## config.mk

```make
export PLATFORM = sky130hd
export DESIGN_NAME = countdown_timer_bcd
export DESIGN_NICKNAME = d
export VERILOG_FILES = /design/src/rtl/countdown_timer_bcd.sv
export SDC_FILE = /design/constraint.sdc
export NUM_CORES = 1
export LEC_CHECK = 0
export ABC_CLOCK_PERIOD_IN_PS = 1850
export CAP_MARGIN = 20
export CELL_PAD_IN_SITES_DETAIL_PLACEMENT = 0
export CELL_PAD_IN_SITES_GLOBAL_PLACEMENT = 2
export CORE_MARGIN = 2
export CORE_UTILIZATION = 26
export DETAILED_ROUTE_END_ITERATION = 8
export GPL_ROUTABILITY_DRIVEN = 0
export PLACE_DENSITY = 0.78
export SETUP_SLACK_MARGIN = 0.2
export SLEW_MARGIN = 20
export SYNTH_ARGS = -nofsm -noshare
export SYNTH_HDL_FRONTEND = slang
export SYNTH_SLANG_ARGS = --single-unit
```

## constraint.sdc

```tcl
create_clock -name i_clk100hz -period 1.85 [get_ports i_clk100hz]
set_clock_uncertainty 0.05 [all_clocks]
set_input_delay 0.37 -clock i_clk100hz [delete_from_list [all_inputs] [get_ports i_clk100hz]]
set_output_delay 0.37 -clock i_clk100hz [all_outputs]
set_load 0.01 [all_outputs]
```

## src/rtl/countdown_timer_bcd.sv

```systemverilog
// -----------------------------------------------------------------------------
// countdown_timer_bcd
//   BCD countdown timer (MM:SS.cc) with a borrow chain. Loaded with minutes and
//   seconds, it counts down one centisecond per clock and raises a one-cycle
//   done pulse plus an ALARM_LEN-cycle alarm when it reaches 00:00.00.
//
// State table
//   state      | meaning
//   ST_IDLE    | loaded or reset, waiting for start
//   ST_RUN     | decrementing one centisecond per edge
//   ST_PAUSED  | count frozen, waiting for start (resume) or load
//   ST_EXPIRED | count reached zero; alarm timer may still be running
//
// Ports
//   i_clk100hz  in   1  100 Hz clock, all state updates on rising edge
//   i_rst       in   1  synchronous reset, active-high
//   i_load      in   1  load i_min_in/i_sec_in (not in RUN)
//   i_min_in    in   8  BCD minutes {tens,units}
//   i_sec_in    in   8  BCD seconds {tens,units}
//   i_start     in   1  start/resume countdown
//   i_pause     in   1  freeze countdown
//   o_min       out  8  BCD minutes remaining
//   o_sec       out  8  BCD seconds remaining
//   o_cs        out  8  BCD centiseconds remaining
//   o_running   out  1  high while in RUN
//   o_done      out  1  one-cycle pulse on expiry
//   o_alarm     out  1  high ALARM_LEN cycles starting with done
// -----------------------------------------------------------------------------
module countdown_timer_bcd #(
    parameter int ALARM_LEN = 100
) (
    input  logic       i_clk100hz,
    input  logic       i_rst,
    input  logic       i_load,
    input  logic [7:0] i_min_in,
    input  logic [7:0] i_sec_in,
    input  logic       i_start,
    input  logic       i_pause,
    output logic [7:0] o_min,
    output logic [7:0] o_sec,
    output logic [7:0] o_cs,
    output logic       o_running,
    output logic       o_done,
    output logic       o_alarm
);

    // Alarm down-counter holds ALARM_LEN-1 .. 0, so clog2(ALARM_LEN) bits suffice.
    localparam int CW = (ALARM_LEN > 1) ? $clog2(ALARM_LEN) : 1;
    localparam logic [CW-1:0] ALARM_RELOAD = CW'(ALARM_LEN - 1);

    typedef enum logic [1:0] {
        ST_IDLE    = 2'd0,
        ST_RUN     = 2'd1,
        ST_PAUSED  = 2'd2,
        ST_EXPIRED = 2'd3
    } state_t;

    state_t        r_state,     w_state_nxt;
    logic [7:0]    r_min,       w_min_nxt;
    logic [7:0]    r_sec,       w_sec_nxt;
    logic [7:0]    r_cs,        w_cs_nxt;
    logic          r_done,      w_done_nxt;
    logic          r_alarm,     w_alarm_nxt;
    logic [CW-1:0] r_alarm_cnt, w_alarm_cnt_nxt;

    function automatic logic [3:0] clamp_digit(input logic [3:0] d, input logic [3:0] max);
        return (d > max) ? max : d;
    endfunction

    // Decrement a {tens,units} BCD pair; 00 wraps to {tens_max,9}.
    function automatic logic [7:0] dec_pair(input logic [7:0] v, input logic [3:0] tens_max);
        logic [3:0] tens;
        logic [3:0] units;
        tens  = v[7:4];
        units = v[3:0];
        if (units != 4'd0) begin
            units = units - 4'd1;
        end else begin
            units = 4'd9;
            tens  = (tens == 4'd0) ? tens_max : tens - 4'd1;
        end
        return {tens, units};
    endfunction

    logic       w_zero;
    logic       w_last;
    logic [7:0] w_dec_cs;
    logic [7:0] w_dec_sec;
    logic [7:0] w_dec_min;
    logic [7:0] w_min_clamped;
    logic [7:0] w_sec_clamped;

    assign w_zero = (r_min == 8'h00) && (r_sec == 8'h00) && (r_cs == 8'h00);
    // 00:00.01 is the final decrement; it triggers expiry on that edge.
    assign w_last = (r_min == 8'h00) && (r_sec == 8'h00) && (r_cs == 8'h01);

    assign w_dec_cs  = dec_pair(r_cs, 4'd9);
    assign w_dec_sec = (r_cs == 8'h00) ? dec_pair(r_sec, 4'd5) : r_sec;
    assign w_dec_min = (r_cs == 8'h00 && r_sec == 8'h00) ? dec_pair(r_min, 4'd9) : r_min;

    assign w_min_clamped = {clamp_digit(i_min_in[7:4], 4'd9), clamp_digit(i_min_in[3:0], 4'd9)};
    assign w_sec_clamped = {clamp_digit(i_sec_in[7:4], 4'd5), clamp_digit(i_sec_in[3:0], 4'd9)};

    always_comb begin
        w_state_nxt     = r_state;
        w_min_nxt       = r_min;
        w_sec_nxt       = r_sec;
        w_cs_nxt        = r_cs;
        w_done_nxt      = 1'b0;
        w_alarm_nxt     = r_alarm;
        w_alarm_cnt_nxt = r_alarm_cnt;

        if (r_alarm) begin
            if (r_alarm_cnt == '0) begin
                w_alarm_nxt = 1'b0;
            end else begin
                w_alarm_cnt_nxt = r_alarm_cnt - 1'b1;
            end
        end

        case (r_state)
            ST_IDLE, ST_PAUSED: begin
                if (i_load) begin
                    w_min_nxt   = w_min_clamped;
                    w_sec_nxt   = w_sec_clamped;
                    w_cs_nxt    = 8'h00;
                    w_state_nxt = ST_IDLE;
                end else if (i_start && !w_zero) begin
                    w_state_nxt = ST_RUN;
                end
            end
            ST_RUN: begin
                if (i_pause) begin
                    w_state_nxt = ST_PAUSED;
                end else begin
                    w_cs_nxt  = w_dec_cs;
                    w_sec_nxt = w_dec_sec;
                    w_min_nxt = w_dec_min;
                    if (w_last) begin
                        w_state_nxt     = ST_EXPIRED;
                        w_done_nxt      = 1'b1;
                        w_alarm_nxt     = 1'b1;
                        w_alarm_cnt_nxt = ALARM_RELOAD;
                    end
                end
            end
            ST_EXPIRED: begin
                if (i_load) begin
                    w_min_nxt       = w_min_clamped;
                    w_sec_nxt       = w_sec_clamped;
                    w_cs_nxt        = 8'h00;
                    w_state_nxt     = ST_IDLE;
                    w_alarm_nxt     = 1'b0;
                    w_alarm_cnt_nxt = '0;
                end
            end
            default: w_state_nxt = ST_IDLE;
        endcase
    end

    always_ff @(posedge i_clk100hz) begin
        if (i_rst) begin
            r_state     <= ST_IDLE;
            r_min       <= 8'h00;
            r_sec       <= 8'h00;
            r_cs        <= 8'h00;
            r_done      <= 1'b0;
            r_alarm     <= 1'b0;
            r_alarm_cnt <= '0;
        end else begin
            r_state     <= w_state_nxt;
            r_min       <= w_min_nxt;
            r_sec       <= w_sec_nxt;
            r_cs        <= w_cs_nxt;
            r_done      <= w_done_nxt;
            r_alarm     <= w_alarm_nxt;
            r_alarm_cnt <= w_alarm_cnt_nxt;
        end
    end

    assign o_min     = r_min;
    assign o_sec     = r_sec;
    assign o_cs      = r_cs;
    assign o_running = (r_state == ST_RUN);
    assign o_done    = r_done;
    assign o_alarm   = r_alarm;

endmodule
```

==> metrics.txt, run 1 <==
number of global-route vias before repair=around 2,400; Startpoint Class=flop; Die X=95.1 um; Inserted Diodes=0; routed vias/inst=4.97; Crit-path slowest cell=nor4bb_4; failing checks=negative setup slack; post-synth cell types=63; Total Routed Length=7340 um; clock network latency to the later pin of the worst-skew pair=approximately 0.28 ns; Num CTS Buffers=5; IO Pins=between 40 and 50; RSZ-0062 raised after global routing=true; Mean Syn Cell Area=between 8 and 9 um2; Initial DRC Count=between 70 and 80; share of synthesized registers carrying an async set or reset=0%; nets=about 410; vias=approximately 2,400; f_max=536 MHz; Setup TNS Final=-0.0487 ns; first-pass GRT wire length=~12,000 um; CP arrival=roughly 2.0 ns; outcome=finished with violations; CTS tree=yes; #FFs+latches synth=35; CP Data Required Time=about 2.0 ns; Post-synth EDFFs=0; worst-margin pin slew=0.443 ns; Final ANT Viol Nets=0; Hold Slack=0.457 ns; antenna violations before repair=0; die height=around 95 um; crit-path leading delay family=compound AO/OA/AOI/OAI gates; # rows=33; P_leak=0.00161 uW; # hold bufs at CTS=0; Seq/Total Area, Yosys=32.4%; drt wl/cell=roughly 15 um; crit path max fanout=3; CP Class=flop to flop; Tot GR Track Use=roughly 17%; share of the synthesized area in the top cell type=32.4%; post-route cell area=0.00371 mm2; clock buffer depth=2; Area Overhead vs Synth=71.9%; Tcrit/Tclk final=101%; final setup violating endpoints=3; drt drc=0; Critical Path End Type=flop; Mapped Nets=~290; dpl hpwl=roughly 5400 um; Hold Crit Class=flop to flop; Area after DPL=around 0.0032 mm2; Syn Std Cell Area=around 0.0022 mm2; Peak supply drop=0.000386 V; relative slew slack=roughly 70%; Main synth FF type=dfxtp_1; CTS H-tree lvls=2; total grt overflow=0; Core Region=about 0.008 mm2; Hold Fails Final Rpt=0; Reg clk slew, reported paths=approximately 0.070 ns; clk root buf=clkbuf_8; crit-path cells=inv_4, ha_4, nor4bb_4, buf_4, nand3_2, o31a_1, o32ai_1; IO buf count=47; share of layout cells above drive strength 1=between 40 and 50%; Initial Utilization=26.5%; Synth area leaders=dfxtp_1 32%, a21oi_1 4.4%, ha_1 3.5%; post-synth top area cell=dfxtp_1; fin. max-slew vios=0; slowest stage delay, CP=between 0.3 and 0.4 ns; Die Area=about 0.0091 mm2; PwrDens=approximately 590 mW/mm2; CP bufs+invs=2; Max-cap violations=0; Synth warnings=0; Min Clock Period, post-route=roughly 1.9 ns; Synth Instances=between 200 and 300; Num Clock Sinks=35; final setup margin=-0.0170 ns; total iterations of the first detailed-routing run=4; pin count of the biggest net entering global routing=32
[cell type report]
type                    instances  area (um2)
repair buffers                124        1070
multi-input cells             199        1630
inverters                      17        71.3
flip-flops and latches         35         736
clock buffers                   7        76.3
well taps                     105         131
fillers                       796        4420
clock inverters                 1        5.00
[power breakdown]
| part | internal [uW] | leakage [uW] | switching, uW | total [uW] |
|---|---|---|---|---|
| clock network | 264 | 0.0000422 | 269 | 533 |
| registers | 789 | 0.000294 | 40.4 | 829 |
| logic | 423 | 0.00128 | 401 | 823 |
[cells in the final DEF, fill, tap and decap left out, types with 5 or more instances in the layout]
| cell | instances |
|---|---|
| a21oi_1 | 16 |
| clkdlybuf4s50_1 | 20 |
| a31oi_1 | 5 |
| o31ai_1 | 5 |
| nand2b_1 | 7 |
| dfxtp_1 | 19 |
| nor3_1 | 8 |
| dlygate4sd2_1 | 23 |
| nand3_1 | 7 |
| nor2_1 | 19 |
| buf_6 | 10 |
| nand4_1 | 7 |
| buf_4 | 67 |
| inv_1 | 11 |
| dfxtp_4 | 6 |
| o21ai_0 | 8 |
| clkbuf_8 | 5 |
| dfxtp_2 | 10 |
| nand2_1 | 9 |
[cell usage after synthesis (all sizes together), types with 2 or more instances]
library cell / n
o31a: 3
or3: 3
a21oi: 19
dfxtp: 35
o211a: 2
mux2i: 2
and2: 3
a32o: 2
or2: 3
xor2: 2
nor3: 14
nor2: 20
nor3b: 4
o31ai: 5
a211o: 3
o21a: 2
xnor2: 3
nand4: 7
a31o: 2
o211ai: 3
nor4: 7
a211oi: 3
ha: 6
nand3b: 3
nor4b: 2
nand2: 10
a21o: 2
inv: 17
a31oi: 5
or4: 5
clkbuf: 7
nand3: 9
o32ai: 6
buf: 4
nand2b: 8
o21ai: 13
[stage by stage]
step	util [%]	std cells	power, uW	setup slack, ns
after floorplan	-	262	1170	0.0195
after global placement	39.6	462	1540	-0.309
after detailed placement	39.6	462	1540	-0.334
after CTS	43.8	484	2160	-0.0161
after global routing	45.6	488	2320	-0.0698
final	45.6	488	2190	-0.0170
[worst paths after layout]
check / from / to / slack [ns] / cells after the start
max reg2reg: o_cs[0] / o_min[5] / -0.02 / 7
min reg2reg: o_min[5] / o_min[5] / 0.46 / 2
min: o_min[5] / o_min[5] / 0.46 / 2
max: o_cs[0] / o_min[5] / -0.02 / 7
[sequential cells by signal, indices dropped and copies added (netlist names)]
register     flops
o_sec            8
o_done           1
o_cs             8
o_alarm          1
r_alarm_cnt      7
o_min            8
r_state          2
[metal layers]
layer	vias to the layer above	routed length [um]	GRT usage (%)
met4	0	93	4.23
met3	9	200	3.32
met1	1133	3480	23.2
li1	1238	-	-
met2	47	3560	27.1
met5	-	0	0
[cell families (layout without fill, tap and decap cells)]
group / after synthesis / after routing / synth area share, %
flops: 35 / 35 / 32.4
xor+xnor: 5 / 5 / 2.03
compound gates: 81 / 81 / 26.5
mux: 3 / 3 / 1.45
fa+ha+maj: 6 / 6 / 3.48
buf+inv: 28 / 149 / 5.04
simple gates: 104 / 104 / 29.1
[worst reg2reg max path: cells and delay by family (launching register included)]
| family | cells | cell delay, ns |
|---|---|---|
| AND/OR/NAND/NOR | 2 | 0.46 |
| flip-flops | 1 | 0.35 |
| adder cells (fa/ha/maj) | 1 | 0.12 |
| buffers and inverters | 2 | 0.24 |
| AO/OA/AOI/OAI | 2 | 0.56 |
[what timing repair did]
item | CTS | global route
setup buffers | 14 | 4
resized for setup | 73 | 25
endpoints found under the hold margin | 0 | 0
pin swaps | 20 | 13
endpoints found under the setup margin | 52 | 34
gates cloned | 0 | 0
Power figures use the tool's default switching activity.
==> inputs of run 2 (changes only) <==
--- a/config.mk
+++ b/config.mk
@@ -13,6 +13,7 @@
 export CORE_UTILIZATION = 26
 export DETAILED_ROUTE_END_ITERATION = 8
 export GPL_ROUTABILITY_DRIVEN = 0
+export HOLD_SLACK_MARGIN = 0.12
 export PLACE_DENSITY = 0.78
 export SETUP_SLACK_MARGIN = 0.2
 export SLEW_MARGIN = 20
==> results of run 2 <==
No change in the layout: final DEF, timing and power equal those of run 1.
